$ cat src/rtl/debounce_pkg.sv
// Shared types for the debounced button bank.
// Long-press support is enabled with DEBOUNCE_BANK_LONG_PRESS_EN.
package debounce_pkg;

  typedef enum logic [1:0] {
    S_LO = 2'd0,
    B_HI = 2'd1,
    S_HI = 2'd2,
    B_LO = 2'd3
  } chan_state_e;

  typedef enum logic [1:0] {
    NONE    = 2'd0,
    PRESS   = 2'd1,
    RELEASE = 2'd2,
    LONG    = 2'd3
  } evt_kind_e;

  function automatic int ch_w(input int n);
    return (n > 1) ? $clog2(n) : 1;
  endfunction

endpackage

$ cat src/rtl/debounce_chan.sv
// One button channel: synchroniser, debounce FSM, window counter.
// DEBOUNCE_BANK_LONG_PRESS_EN adds the long-press counter.
module debounce_chan
  import debounce_pkg::*;
#(
  parameter int CNT_W  = 21,
  parameter int LONG_W = 8
) (
  input  logic clk,
  input  logic rst,
  input  logic i_btn,
  output logic o_level,
  output logic o_press,
  output logic o_rel
`ifdef DEBOUNCE_BANK_LONG_PRESS_EN
  ,
  output logic o_long
`endif
);

  localparam logic [CNT_W-1:0] WIN_MAX =
    CNT_W'((1 << (CNT_W - 1)) - 1);

  logic [1:0]       r_sync;
  chan_state_e      r_st;
  chan_state_e      w_st_nx;
  logic [CNT_W-1:0] r_cnt;
  logic [CNT_W-1:0] w_cnt_nx;
  logic             w_in;
  logic             w_done;

  assign w_in   = r_sync[1];
  assign w_done = (r_cnt == WIN_MAX);

  always_comb begin
    w_st_nx  = r_st;
    w_cnt_nx = r_cnt;
    unique case (r_st)
      S_LO: begin
        if (w_in) begin
          w_st_nx  = B_HI;
          w_cnt_nx = '0;
        end
      end
      B_HI: begin
        if (!w_in) begin
          w_st_nx = S_LO;
        end else if (w_done) begin
          w_st_nx  = S_HI;
          w_cnt_nx = '0;
        end else begin
          w_cnt_nx = r_cnt + 1'b1;
        end
      end
      // keeps counting whole windows for the long-press prescaler
      S_HI: begin
        if (!w_in) begin
          w_st_nx  = B_LO;
          w_cnt_nx = '0;
        end else if (w_done) begin
          w_cnt_nx = '0;
        end else begin
          w_cnt_nx = r_cnt + 1'b1;
        end
      end
      B_LO: begin
        if (w_in) begin
          w_st_nx  = S_HI;
          w_cnt_nx = '0;
        end else if (w_done) begin
          w_st_nx  = S_LO;
          w_cnt_nx = '0;
        end else begin
          w_cnt_nx = r_cnt + 1'b1;
        end
      end
      default: begin
        w_st_nx  = S_LO;
        w_cnt_nx = '0;
      end
    endcase
  end

  always_ff @(posedge clk or negedge rst) begin
    if (!rst) begin
      r_sync <= '0;
      r_st   <= S_LO;
      r_cnt  <= '0;
    end else begin
      r_sync <= {r_sync[0], i_btn};
      r_st   <= w_st_nx;
      r_cnt  <= w_cnt_nx;
    end
  end

  assign o_level = (r_st == S_HI) || (r_st == B_LO);
  assign o_press = (r_st == B_HI) && w_in && w_done;
  assign o_rel   = (r_st == B_LO) && !w_in && w_done;

`ifdef DEBOUNCE_BANK_LONG_PRESS_EN
  localparam logic [LONG_W-1:0] L_PRE =
    {LONG_W{1'b1}} - 1'b1;

  logic [LONG_W-1:0] r_long;
  logic              w_in_hi;

  assign w_in_hi = (r_st == S_HI) && w_in;

  always_ff @(posedge clk or negedge rst) begin
    if (!rst) begin
      r_long <= '0;
    end else if (!w_in_hi) begin
      r_long <= '0;
    end else if (w_done && !(&r_long)) begin
      r_long <= r_long + 1'b1;
    end
  end

  assign o_long = w_in_hi && w_done && (r_long == L_PRE);
`endif

endmodule

$ cat src/rtl/debounce_bank.sv
// Bank of debounced buttons with a single valid/ready event queue.
// DEBOUNCE_BANK_LONG_PRESS_EN enables LONG events.
module debounce_bank
  import debounce_pkg::*;
#(
  parameter int N_CH   = 8,
  parameter int CNT_W  = 21,
  parameter int LONG_W = 8
) (
  input  logic                    clk,
  input  logic                    rst,
  input  logic [N_CH-1:0]         btn,
  output logic [N_CH-1:0]         level,
  output logic                    evt_valid,
  input  logic                    evt_ready,
  output logic [ch_w(N_CH)-1:0]   evt_ch,
  output logic [1:0]              evt_kind,
  output logic                    evt_ovf
);

  localparam int CW = ch_w(N_CH);

  logic [N_CH-1:0] w_req_p;
  logic [N_CH-1:0] w_req_r;
  logic [N_CH-1:0] w_req_l;
  logic [N_CH-1:0] r_pend_p;
  logic [N_CH-1:0] r_pend_r;
  logic [N_CH-1:0] w_acc_p;
  logic [N_CH-1:0] w_acc_r;
  logic [N_CH-1:0] w_acc_l;
  logic [N_CH-1:0] w_keep_p;
  logic [N_CH-1:0] w_keep_r;
  logic [N_CH-1:0] w_keep_l;
  logic            w_acc;
  logic            r_valid;
  logic [CW-1:0]   r_ch;
  evt_kind_e       r_kind;
  logic            r_ovf;
  logic            w_sel_v;
  logic [CW-1:0]   w_sel_ch;
  evt_kind_e       w_sel_k;

  for (genvar gi = 0; gi < N_CH; gi++) begin : g_ch
    debounce_chan #(
      .CNT_W  (CNT_W),
      .LONG_W (LONG_W)
    ) u_chan (
      .clk     (clk),
      .rst     (rst),
      .i_btn   (btn[gi]),
      .o_level (level[gi]),
      .o_press (w_req_p[gi]),
      .o_rel   (w_req_r[gi])
`ifdef DEBOUNCE_BANK_LONG_PRESS_EN
      ,
      .o_long  (w_req_l[gi])
`endif
    );
  end

  assign w_acc = r_valid && evt_ready;

  assign w_acc_p = (w_acc && r_kind == PRESS) ?
                   (N_CH'(1) << r_ch) : '0;
  assign w_acc_r = (w_acc && r_kind == RELEASE) ?
                   (N_CH'(1) << r_ch) : '0;
  assign w_acc_l = (w_acc && r_kind == LONG) ?
                   (N_CH'(1) << r_ch) : '0;

  assign w_keep_p = r_pend_p & ~w_acc_p;
  assign w_keep_r = r_pend_r & ~w_acc_r;

`ifdef DEBOUNCE_BANK_LONG_PRESS_EN
  logic [N_CH-1:0] r_pend_l;

  assign w_keep_l = r_pend_l & ~w_acc_l;

  always_ff @(posedge clk or negedge rst) begin
    if (!rst) begin
      r_pend_l <= '0;
    end else begin
      r_pend_l <= w_keep_l | w_req_l;
    end
  end
`else
  assign w_req_l  = '0;
  assign w_keep_l = '0 & w_acc_l & w_req_l;
`endif

  // candidates exclude the bit being accepted so a new event
  // can be loaded in the same cycle as the handshake
  always_comb begin
    w_sel_v  = 1'b0;
    w_sel_ch = '0;
    w_sel_k  = NONE;
    for (int i = N_CH - 1; i >= 0; i--) begin
      if (w_keep_p[i] || w_keep_l[i] || w_keep_r[i]) begin
        w_sel_v  = 1'b1;
        w_sel_ch = CW'(i);
        w_sel_k  = w_keep_p[i] ? PRESS :
                   (w_keep_l[i] ? LONG : RELEASE);
      end
    end
  end

  always_ff @(posedge clk or negedge rst) begin
    if (!rst) begin
      r_pend_p <= '0;
      r_pend_r <= '0;
      r_valid  <= 1'b0;
      r_ch     <= '0;
      r_kind   <= NONE;
      r_ovf    <= 1'b0;
    end else begin
      r_pend_p <= w_keep_p | w_req_p;
      r_pend_r <= w_keep_r | w_req_r;
      r_ovf    <= |((w_req_p & w_keep_p) |
                    (w_req_r & w_keep_r) |
                    (w_req_l & w_keep_l));
      if (!r_valid || evt_ready) begin
        r_valid <= w_sel_v;
        r_ch    <= w_sel_ch;
        r_kind  <= w_sel_k;
      end
    end
  end

  assign evt_valid = r_valid;
  assign evt_ch    = r_ch;
  assign evt_kind  = r_kind;
  assign evt_ovf   = r_ovf;

endmodule

$ cat config.mk
export PLATFORM = sky130hd
export DESIGN_NAME = debounce_bank
export DESIGN_NICKNAME = d
export VERILOG_FILES = /design/src/rtl/debounce_pkg.sv /design/src/rtl/debounce_chan.sv /design/src/rtl/debounce_bank.sv
export SDC_FILE = /design/constraint.sdc
export NUM_CORES = 1
export LEC_CHECK = 0
export CAP_MARGIN = 10
export CELL_PAD_IN_SITES_DETAIL_PLACEMENT = 1
export CELL_PAD_IN_SITES_GLOBAL_PLACEMENT = 1
export CORE_MARGIN = 5
export CORE_UTILIZATION = 50
export DETAILED_ROUTE_END_ITERATION = 6
export PLACE_DENSITY_LB_ADDON = 0.1
export SLEW_MARGIN = 5
export SYNTH_ARGS = -nofsm -noshare
export SYNTH_HDL_FRONTEND = slang
export SYNTH_SLANG_ARGS = --single-unit
$ cat constraint.sdc
create_clock -name clk -period 5.29 [get_ports clk]
set_input_delay 0.7935 -clock clk [delete_from_list [all_inputs] [get_ports clk]]
set_output_delay 0.7935 -clock clk [all_outputs]
set_load 0.03 [all_outputs]
After elaboration in Yosys (flattened, before gate mapping)

Index checks and enable logic that the tools add are counted.

Add/subtract/negate cells: 8
Equality and inequality tests: 74
Shifts and indexed selects: 1
Muxes and demuxes: 138
Bitwise operators: 9
Reductions and logical operators: 86

Operators by type and width:

| kind                                                              | count |
|---|---|
| 21-bit two-way mux                                                | 40 |
| 21-bit one-hot mux with 4 select lines                            | 8 |
| 21-bit by 1-bit adder with 21-bit output, second input constant   | 8 |
| 21-bit by 20-bit == test with 1-bit output, second input constant | 8 |
| 2-bit two-way mux                                                 | 64 |
| 2-bit one-hot mux with 4 select lines                             | 8 |
| 1-bit logical AND                                                 | 35 |
| 2-bit == test, second input constant                              | 17 |
| 8-bit bitwise AND                                                 | 4 |
| 2-bit by 1-bit != test with 1-bit output, second input constant   | 16 |
| 4-bit AND reduction                                               | 8 |
| 3-bit two-way mux                                                 | 8 |
| 3-bit by 1-bit != test with 1-bit output, second input constant   | 8 |
| 3-bit != test, second input constant                              | 8 |
| 8-bit bitwise OR                                                  | 3 |
| 2-bit by 1-bit == test with 1-bit output, second input constant   | 9 |
| 1-bit logical OR                                                  | 17 |
| 2-bit logical NOT                                                 | 8 |
| 8-bit two-way mux                                                 | 2 |
| 2-bit != test, second input constant                              | 8 |
| 8-bit NOT                                                         | 2 |
| 2-bit AND reduction                                               | 8 |
| 1-bit logical NOT                                                 | 9 |
| 1-bit two-way mux                                                 | 8 |
| other kinds (2)                                                   | 2 |

Register bits: 223
Bits of input ports: 11
Output and inout bits: 15

Depth between registers and ports, before layout

Gate-level depths: netlist of run 1.

Depth in word-level cells: 14
Gate-level depth with buffers: 9

By module

A second synthesis of run 1 with hierarchy kept.

Cell total of the unflattened synthesis: 1260
Area, all modules: 12120.4 um2

By module, submodules not included:

| module                              | times used | cells an instance | area an instance (um2) | seq. area each (um2) |
|---|---|---|---|---|
| debounce_chan at g_ch[0].u_chan ... | 5          | 135               | 1315.0                 | 625.6 |
| debounce_chan at g_ch[1].u_chan ... | 2          | 137               | 1355.0                 | 625.6 |
| debounce_bank                       | 1          | 158               | 1448.9                 | 575.6 |
| debounce_chan at g_ch[7].u_chan     | 1          | 153               | 1386.3                 | 625.6 |

Worst setup path after synthesis of run 1

OpenSTA, ideal clock, no wires.

Path type: input port to flip-flop
From: input evt_ready
To: register r_ovf, in the netlist evt_ovf
Data arrival time: 2.194 ns
Required time: 5.161 ns
Setup slack: 2.967 ns
Stages: 6
Buffers on the path: 0
Cell sequence: nand2_1 -> o31ai_1 -> o22ai_1 -> a32oi_1 -> o221ai_1 -> a2111o_1

Longest elaborated chain between the ends: 8

RTL lines:

| what                                        | RTL line                                   | RTL |
|---|---|---|
| start, declared                             | debounce_bank.sv:15                        | `input logic evt_ready,` |
| 1-bit logical AND (*)                       | debounce_bank.sv:61                        | `assign w_acc = r_valid && evt_ready;` |
| 1-bit logical AND, on equally long branches | debounce_bank.sv:63, debounce_bank.sv:65   |  |
| 8-bit two-way mux, on equally long branches | debounce_bank.sv:63, debounce_bank.sv:65   |  |
| 8-bit NOT, on equally long branches         | debounce_bank.sv:70, debounce_bank.sv:71   |  |
| 8-bit bitwise AND, on equally long branches | debounce_bank.sv:70, debounce_bank.sv:71   |  |
| 8-bit bitwise AND, on equally long branches | debounce_bank.sv:117, debounce_bank.sv:118 |  |
| 8-bit bitwise OR (*)                        | debounce_bank.sv:117                       | `r_ovf <= \|((w_req_p & w_keep_p) \|` |
| 8-bit OR reduction (*)                      | debounce_bank.sv:117                       |  |
| end signal, assigned                        | debounce_bank.sv:117                       |  |
| end, declared                               | debounce_bank.sv:38                        | `logic r_ovf;` |

Every way passes the cells marked *; elsewhere a longest branch is shown, timed or not.
A chain may end at the register's enable or synchronous reset.

Final worst setup path of run 1

From: register g_ch[0].u_chan.r_cnt[1]
To: register g_ch[0].u_chan.r_cnt[13]

Longest elaborated chain between the ends: 4

RTL lines:

| what                                                                                                   | RTL line                                                      | RTL |
|---|---|---|
| start, declared                                                                                        | debounce_chan.sv:27                                           | `logic [CNT_W-1:0] r_cnt;` |
| start signal, assigned                                                                                 | debounce_chan.sv:92                                           | `r_cnt <= w_cnt_nx;` |
| 21-bit by 1-bit adder with 21-bit output or 21-bit by 20-bit == test with 1-bit output (tied branches) | --                                                            |  |
| 21-bit two-way mux (*)                                                                                 | debounce_chan.sv:48, debounce_chan.sv:60, debounce_chan.sv:70 |  |
| 21-bit two-way mux, on equally long branches                                                           | debounce_chan.sv:67, debounce_chan.sv:46, debounce_chan.sv:57 |  |
| 21-bit one-hot mux with 4 select lines (*)                                                             | debounce_chan.sv:38                                           | `unique case (r_st)` |

Every way passes the cells marked *; elsewhere a longest branch is shown, timed or not. The select of a mux whose other input is x is not followed.

==> results.toml, run 1 <==
[power]
peakVddDrop_v = 0.000316
powerDensity_nw_per_um2 = 342
switching_share_pct = 25.7
pwr-share-clk_pct = 45.5
seqPwrFrac_pct = 43.3
p_leak_uw = 0.00538
p_sw_uw = 1130
internal_power_uw = 3260
p_comb_share_pct = 11.2

[synth]
synth_top_family_by_area = "simple AND/OR/NAND/NOR gates"
synth_area_um2 = 11500
yosysTopAreaCellShare_pct = 48.5
synth-xor-area-share_pct = 6.17
synth_cell_types = 64
synth_compound_area_share_pct = 15.0
synth_simple_gate_area_share_pct = 24.5
synth_seq_area_share_pct = 48.5
synth_top_flop_cell = "dfrtp_1"
synthCells = 1262
synth_common_cells = "223 x dfrtp_1, 153 x nor2_1, 142 x nand2_1, 112 x o21ai_0, 66 x nand3_1"
synth_area_leaders = "dfrtp_1 48%, nor2_1 5.0%, o21ai_0 4.9%, nand2_1 4.6%, xor2_1 4.3%"
syn_area_per_cell_um2 = 9.12
muxShareOfSynthArea_pct = 1.95
ys_ff_latch = 223
synth.net_count = 1281
synth-adder-area-share_pct = 0.870
yosysTopAreaCell = "dfrtp_1"
synth_edf_count = 0
synthArstFlopShare_pct = 100
synth.most_common_cell = "dfrtp_1"
ys.warnings.count = 0

[grt]
grt_pass1_vias = 9616
antenna_found_initial = 0
grt_start_max_net_pins = 134
grt_pass1_wl_mm = 47.5
overflow = 0
grtUsageTotal_pct = 20.9

[critical_path]
startpoint_type = "register"
cp.required_ns = 5.65
r2r_slack_ns = 2.49
critPathMaxFanout = 13
worstSetupPathType = "reg2reg"
cp_data_arrival_time_ns = 3.16
endpoint_kind = "register"

[routing]
drt-vias-per-instance = 6.00
post-route-drc-count = 0
first_iter_violations = 428
drt-pass1-iter-count = 4
routed_wl_mm = 27.2
vias = 9352
ant_nets = 0
routedWlPerCell_um = 17.5

[clocking]
ctsHoldBuffers = 0
cts_tree = "built"
htree_levels = 1
post_cts_buffers = 0
clk_path_buf_depth = 3
post_cts_resized = 0
clock-root-buffer = "clkbuf_16"
clk_latency_ns = 0.53
cts.clk_slew.worst_paths_ns = 0.06
cts_sinks = 223
cts_inserted_buffers = 26

[worst_hold_path]
worstHoldPathType = "reg2reg"

[floorplanning]
die_w_um = 162
die_y_um = 162
start_util_pct = 50.8
rows = 55
io_pins = 26
die_area_um2 = 26100
coreArea_um2 = 22600

[timing]
min_period_ns = 2.80
finClkSkew_ns = 0.0196
max_freq_ghz = 0.357
slew_headroom_pct = 29.0
setup_viol = 0
post-route-period-util_pct = 53.0
worstMarginPinSlew_ns = 1.06
fin_tns_setup_ns = 0
hold_viol_final = 0
rsz0062_at_grt = "false"
slew_violations = 0
final.setup.worst_slack_ns = 2.49

[job]
maxCapViolations = 0

[place]
gp_congestion = 0.855
pre_cts_ws_ns = 2.04
io_buffers = 25
hpwlAfterDp_mm = 18.4

[outcome]
status = "complete, no violations"

[cells_and_area]
fillers = 2560
num_antenna_cells = 0
area_growth_pct = 11.6
drive_above_1_share_pct = 6.05
final_nets = 1274
utilization_pct = 56.7
layout by cell type (no fill, tap or decap), types with 14 or more instances in the layout:
cell type / Yosys / layout
nand3_1: 66 / 66
nand2_1: 142 / 142
dfrtp_1: 223 / 223
nor2b_1: 18 / 18
o31ai_1: 25 / 24
xnor2_1: 24 / 24
inv_1: 14 / 14
a21oi_1: 24 / 24
clkdlybuf4s50_1: 0 / 24
xor2_1: 57 / 57
nor3_1: 23 / 23
nor2_1: 153 / 153
nand2b_1: 30 / 30
a31oi_1: 37 / 37
nand4_1: 43 / 43
o21ai_0: 112 / 112
and3_1: 29 / 29
clkbuf_16: 0 / 27
stage by stage:
stage | power, uW | cells | hold slack (ns) | instance area [um^2]
floorplan | 2220 | 1262 | 0.331 | 11500
global placement | 2400 | 1511 | 0.332 | 11900
detailed placement | 2420 | 1511 | 0.339 | 11900
CTS | 4440 | 1557 | 0.352 | 12800
global route | 4580 | 1558 | 0.363 | 12800
finish | 4390 | 1558 | 0.350 | 12800
power groups by stage:
stage | registers [uW] | logic (uW) | clock network, uW
after detailed placement | 1930 | 489 | 0
after CTS | 1900 | 496 | 2050
after floorplan | 1920 | 296 | 0
after global routing | 1910 | 547 | 2120
after global placement | 1920 | 475 | 0
final | 1900 | 490 | 2000
sequential cells by signal, indices dropped and copies added (netlist names), named ones only:
signal / flops
r_pend_r: 8
g_ch.u_chan.r_st: 8
evt_valid: 1
evt_ch: 3
g_ch.u_chan.r_sync: 16
g_ch.u_chan.r_cnt: 168
evt_ovf: 1
r_pend_p: 8
evt_kind: 2
worst max-delay path: stages (launching register included):
cell,delay [ns]
dfrtp_1,0.39
ha_1,0.19
nand3_1,0.22
nor4_1,0.40
nand4_1,0.30
o21ba_2,0.31
nor2_1,0.67
nor2_1,0.15
routing by layer:
| metal | vias up | track usage [%] | part of all wire (%) |
|---|---|---|---|
| met5 | - | 0 | 0 |
| met4 | 0 | 4.34 | 2.0 |
| met3 | 40 | 2.66 | 2.4 |
| met2 | 86 | 35.5 | 48 |
| met1 | 4742 | 29.3 | 47 |
| li1 | 4484 | - | - |
final timing paths:
path | startpoint | endpoint | cells past startpoint
worst max-delay path | g_ch[0].u_chan.r_cnt[1] | g_ch[0].u_chan.r_cnt[13] | 7
worst max register to register | g_ch[0].u_chan.r_cnt[1] | g_ch[0].u_chan.r_cnt[13] | 7
min in group asynchronous | rst | g_ch[4].u_chan.r_cnt[6] | 1
worst min register to register | g_ch[1].u_chan.r_sync[0] | g_ch[1].u_chan.r_sync[1] | 0
max in group asynchronous | rst | g_ch[6].u_chan.r_cnt[1] | 2
worst min-delay path | g_ch[1].u_chan.r_sync[0] | g_ch[1].u_chan.r_sync[1] | 0
kinds of logic (layout without fill, tap and decap cells):
group | after synthesis | count (layout)
AO/OA/AOI/OAI | 274 | 274
XOR/XNOR | 81 | 81
adder cells (fa/ha/maj) | 8 | 8
buffers and inverters | 80 | 91
flip-flops | 223 | 223
multiplexers | 21 | 21
AND/OR/NAND/NOR | 575 | 575
area by class of cell:
cell class / count / area, um^2 / area share, %
inverter: 14 / 52.6 / 0.409
tap: 285 / 357 / 2.78
timing repair buffer: 31 / 310 / 2.42
clock buffer: 36 / 759 / 5.91
sequential: 223 / 5580 / 43.4
clock inverter: 10 / 204 / 1.59
multi-input combinational: 959 / 5580 / 43.5
No activity file was read; power rests on OpenSTA's default activity.
==> inputs of run 2 (changes only) <==
CORE_UTILIZATION = 49   (was 50)
clock period = 2.95 ns   (was 5.29 ns; I/O delays follow)
==> run 2 against run 1 <==
  * Clock skew fell by 0.0078 ns
  * Worst setup slack worse by 2.2 ns
  * Clock power grew 57%
  * Critical path depth is 1 lower
  * Non-clock buffer count rose by 27
  * Critical endpoint is now evt_kind[0]
  * Largest cell class unchanged
  * Largest power group is now sequential cells
==> results.toml, run 2 (synthesized netlist as in run 1, its figures left out) <==
[grt]
grt_pass1_vias = 9872
overflow = 0
grtUsageTotal_pct = 21.8
antenna_found_initial = 0
grt_start_max_net_pins = 85
grt_pass1_wl_mm = 49.3

[place]
io_buffers = 25
hpwlAfterDp_mm = 19.1
pre_cts_ws_ns = 0.250
gp_congestion = 0.862
place_area_um2 = 12100

[critical_path]
critPathMaxFanout = 10
cp.required_ns = 3.39
worstSetupPathType = "reg2reg"
startpoint_type = "register"
path_cells = "nand3b_1, o31ai_1, o21ai_0, a21bo_2, a32oi_1, a21boi_1"
cp_slowest_cell = "o31ai_1"
critPathMaxStageDelay_ns = 0.78
reg2reg_depth = 6
r2r_slack_ns = 0.33
cp_data_arrival_time_ns = 3.06
r2r_end = "evt_kind[0]"
r2r-start = "evt_kind[0]"
endpoint_kind = "register"

[routing]
routedWlPerCell_um = 17.4
post-route-drc-count = 0
drt-vias-per-instance = 5.80
vias = 9384
ant_nets = 0
routed_wl_mm = 28.2
drt-pass1-iter-count = 4
first_iter_violations = 677

[power]
peakVddDrop_v = 0.000399
powerDensity_nw_per_um2 = 577
pwr-share-clk_pct = 41.9
seqPwrFrac_pct = 45.4
p_comb_share_pct = 12.7
internal_power_uw = 5460
switching_share_pct = 27.0
p_sw_uw = 2020
p_leak_uw = 0.00546

[cells_and_area]
fillers = 2640
reg.largest.list = "g_ch.u_chan.r_cnt (168), g_ch.u_chan.r_sync (16)"
layout_commonest_cell = "dfrtp_1"
multi_input_area_um2 = 5580
finalInstanceArea_um2 = 13000
final_cell_mix = "223 x dfrtp_1, 153 x nor2_1, 142 x nand2_1, 112 x o21ai_0, 66 x nand3_1"
largest-register = "g_ch.u_chan.r_cnt"
seq_area_um2 = 5580
drive_above_1_share_pct = 7.92
largest_reg_flops = 168
num_antenna_cells = 0
final_nets = 1300
area_growth_pct = 12.9

[clocking]
post_cts_buffers = 0
cts_inserted_buffers = 25
post_cts_resized = 0
clk_path_buf_depth = 3
cts_tree = "built"
clock-root-buffer = "clkbuf_16"
htree_levels = 1
cts_sinks = 223
ctsHoldBuffers = 1
cts.clk_slew.worst_paths_ns = 0.06
clk_latency_ns = 0.53

[floorplanning]
die_y_um = 163
die_w_um = 163
rows = 56
start_util_pct = 49.5
die_area_um2 = 26600
coreArea_um2 = 23300
io_pins = 26

[timing]
finClkSkew_ns = 0.0118
max_freq_ghz = 0.382
final.setup.worst_slack_ns = 0.330
hold_viol_final = 0
slew_headroom_pct = 40.8
setup_viol = 0
post-route-period-util_pct = 88.8
min_period_ns = 2.62
worstMarginPinSlew_ns = 0.885
rsz0062_at_grt = "false"
worst_hold_slack_ns = 0.349
slew_violations = 0
fin_tns_setup_ns = 0

[worst_hold_path]
hold_end = "g_ch[2].u_chan.r_sync[1]"
hold_depth = 0
worstHoldPathType = "reg2reg"
hold_start = "g_ch[2].u_chan.r_sync[0]"

[job]
maxCapViolations = 0

[outcome]
status = "complete, no violations"
run 2: changes by cell type in the layout (fill, tap and decap cells not counted), sizes merged:
cell         delta
buf            +26
bufinv          -6
clkbuf          +6
clkinv          -1
clkinvlp        +1
dlygate4sd3     +1
run 2: metal layers:
metal / track usage, % / share of wire (%) / vias to the layer above
li1: - / - / 4550
met1: 30.4 / 48 / 4725
met2: 36.8 / 48 / 78
met3: 2.85 / 2.6 / 31
met4: 4.42 / 1.6 / 0
met5: 0 / 0 / -
run 2: critical path: cells and delay by family (launching register included):
family	cells	cell delay (ns)
compound gates	5	1.66
simple gates	1	0.48
flops	1	0.40
run 2: how the worst max path moves through the flow:
stage,slack (ns),endpoint,from,cells after the start
floorplan,0.76,evt_ovf,evt_ch[0],6
global placement,0.36,evt_ovf,evt_ready,7
detailed placement,0.25,evt_kind[0],evt_ready,7
CTS,0.37,evt_kind[0],evt_kind[0],6
global route,0.21,g_ch[3].u_chan.r_cnt[7],g_ch[3].u_chan.r_cnt[0],8
finish,0.33,evt_kind[0],evt_kind[0],6
run 2: through the flow:
stage / instances / power [uW] / util, %
CTS: 1618 / 7600 / 55.8
detailed placement: 1571 / 4400 / 52.1
global route: 1619 / 7850 / 55.8
global placement: 1571 / 4360 / 52.1
floorplan: 1262 / 3980 / -
finish: 1619 / 7490 / 55.8
run 2: power groups by stage:
stage / registers (uW) / logic (uW) / clock network (uW)
floorplan: 3450 / 531 / 0
global placement: 3450 / 916 / 0
detailed placement: 3450 / 946 / 0
CTS: 3400 / 959 / 3240
global route: 3430 / 1050 / 3370
finish: 3400 / 949 / 3140
run 2: cell type report:
| class | count | share of cell area (%) |
|---|---|---|
| Multi-Input combinational cell | 959 | 43.0 |
| Sequential cell | 223 | 43.0 |
| Clock buffer | 42 | 6.31 |
| Timing Repair Buffer | 58 | 4.07 |
| Tap cell | 319 | 3.07 |
| Inverter | 14 | 0.405 |
| Clock inverter | 4 | 0.202 |
==> inputs of run 3 (changes only) <==
PLACE_DENSITY = 0.83   (was default)
PLACE_DENSITY_LB_ADDON = default   (was 0.1)
==> run 3 against run 2 <==
  * Combinational power decreased by 0.9%
  * Non-clock buffer count decreased by 1
  * Via count increased by 1.6%
  * Clock-buffer cell count unchanged
  * Register-to-register slack improved by 0.11 ns
  * Critical path type unchanged
==> results.toml, run 3 (synthesized netlist as in run 1, its figures left out) <==
[grt]
grtUsageTotal_pct = 21.8
antenna_found_initial = 0
grt_pass1_vias = 9912
grt_start_max_net_pins = 84
overflow = 0
grt_pass1_wl_mm = 49.3

[clocking]
clk_latency_ns = 0.53
clock-root-buffer = "clkbuf_16"
htree_levels = 1
post_cts_resized = 0
cts_tree = "built"
cts_sinks = 223
post_cts_buffers = 0
cts_inserted_buffers = 26
cts.clk_slew.worst_paths_ns = 0.06
clk_path_buf_depth = 3

[floorplanning]
rows = 56
die_y_um = 163
die_area_um2 = 26600
start_util_pct = 49.5
die_w_um = 163
coreArea_um2 = 23300
io_pins = 26

[routing]
drt-vias-per-instance = 5.90
post-route-drc-count = 0
routed_wl_mm = 28.3
vias = 9537
first_iter_violations = 584
ant_nets = 0
drt-pass1-iter-count = 5
routedWlPerCell_um = 17.5

[timing]
slew_headroom_pct = 22.3
rsz0062_at_grt = "false"
min_period_ns = 2.51
fin_tns_setup_ns = 0
worstMarginPinSlew_ns = 1.15
slew_violations = 0
max_freq_ghz = 0.398
post-route-period-util_pct = 85.2
hold_viol_final = 0
setup_viol = 0
final.setup.worst_slack_ns = 0.436
finClkSkew_ns = 0.00924

[critical_path]
critical-path-top-delay-family = "compound AO/OA/AOI/OAI gates"
crit_end = "g_ch[1].u_chan.r_cnt[11]"
r2r_slack_ns = 0.44
r2r-start = "g_ch[1].u_chan.r_cnt[0]"
cp_data_arrival_time_ns = 2.91
r2r_end = "g_ch[1].u_chan.r_cnt[11]"
reg2reg_depth = 7
critPathMaxFanout = 9
critPathMaxStageDelay_ns = 0.46
crit_start = "g_ch[1].u_chan.r_cnt[0]"
startpoint_type = "register"
endpoint_kind = "register"
cp.required_ns = 3.35
worstSetupPathType = "reg2reg"
path_depth = 7
path_cells = "ha_1, and4_1, nand4_1, nor3b_1, a21oi_2, o21ai_0, o311ai_0"
cp_slowest_cell = "o311ai_0"
path_buf_inv = 0

[cells_and_area]
layout_commonest_cell = "dfrtp_1"
reg.largest.list = "g_ch.u_chan.r_cnt (168), g_ch.u_chan.r_sync (16)"
area_growth_pct = 12.5
largest-register = "g_ch.u_chan.r_cnt"
num_antenna_cells = 0
largest_reg_flops = 168
drive_above_1_share_pct = 7.40
final_cell_mix = "223 x dfrtp_1, 153 x nor2_1, 142 x nand2_1, 112 x o21ai_0, 66 x nand3_1"
finalInstanceArea_um2 = 12900
final_nets = 1300

[job]
maxCapViolations = 0

[place]
io_buffers = 25
place_area_um2 = 12100
pre_cts_ws_ns = 0.133
hpwlAfterDp_mm = 19.6
gp_congestion = 0.874

[power]
total_power_uw = 7400
powerDensity_nw_per_um2 = 572
p_leak_uw = 0.00544
peakVddDrop_v = 0.000382

[worst_hold_path]
worstHoldPathType = "reg2reg"

[outcome]
status = "complete, no violations"
==> run 3: per-layer routing <==
| metal | global-route usage, % | up-vias | routed length [um] | share of wire, % |
|---|---|---|---|---|
| li1 | - | 4545 | - | - |
| met1 | 29.0 | 4843 | 12800 | 45 |
| met2 | 38.4 | 109 | 14200 | 50 |
| met3 | 2.93 | 40 | 790 | 2.8 |
| met4 | 4.42 | 0 | 510 | 1.8 |
| met5 | 0 | - | 0 | 0 |
==> run 3: through the flow <==
step                std cells  util (%)  hold slack [ns]
floorplan                1262         -            0.147
global placement         1571      52.1            0.332
detailed placement       1571      52.1            0.336
CTS                      1617      55.6            0.334
global route             1617      55.6            0.342
finish                   1617      55.6            0.349
==> run 3: repair_timing <==
action,4_1_cts,5_1_grt
hold buffers,1,0
endpoints found under the setup margin,0,0
endpoints found under the hold margin,78,0
==> run 3: worst reg2reg max path, stage by stage, from the launching register on <==
cell and delay (ns):
dfrtp_1 0.41, ha_1 0.26, and4_1 0.29, nand4_1 0.12
nor3b_1 0.09, a21oi_2 0.36, o21ai_0 0.40, o311ai_0 0.46
==> run 3: worst min-delay path by stage <==
stage          depth (start not counted)                       end                startpoint  slack, ns
2_1_floorplan                          0                 async pin                       rst       0.15
3_3_place_gp                           0  g_ch[7].u_chan.r_sync[1]  g_ch[7].u_chan.r_sync[0]       0.33
3_5_place_dp                           0  g_ch[7].u_chan.r_sync[1]  g_ch[7].u_chan.r_sync[0]       0.34
4_1_cts                                1  g_ch[5].u_chan.r_sync[0]                    btn[5]       0.33
5_1_grt                                1  g_ch[7].u_chan.r_sync[0]                    btn[7]       0.34
6_report                               0  g_ch[3].u_chan.r_sync[1]  g_ch[3].u_chan.r_sync[0]       0.35
==> run 3: layout make-up <==
| cell class | instances | area, um^2 |
|---|---|---|
| Inverter | 14 | 52.6 |
| Fill cell | 2675 | 10300 |
| Sequential cell | 223 | 5580 |
| Tap cell | 319 | 399 |
| Clock buffer | 42 | 792 |
| Multi-Input combinational cell | 959 | 5580 |
| Timing Repair Buffer | 57 | 523 |
| Clock inverter | 3 | 15.0 |
==> run 3: power by group <==
group / internal, uW / leakage (uW) / switching (uW) / total, uW
clock network: 1820 / 0.000398 / 1240 / 3050
logic: 349 / 0.00206 / 590 / 940
registers: 3230 / 0.00297 / 183 / 3410
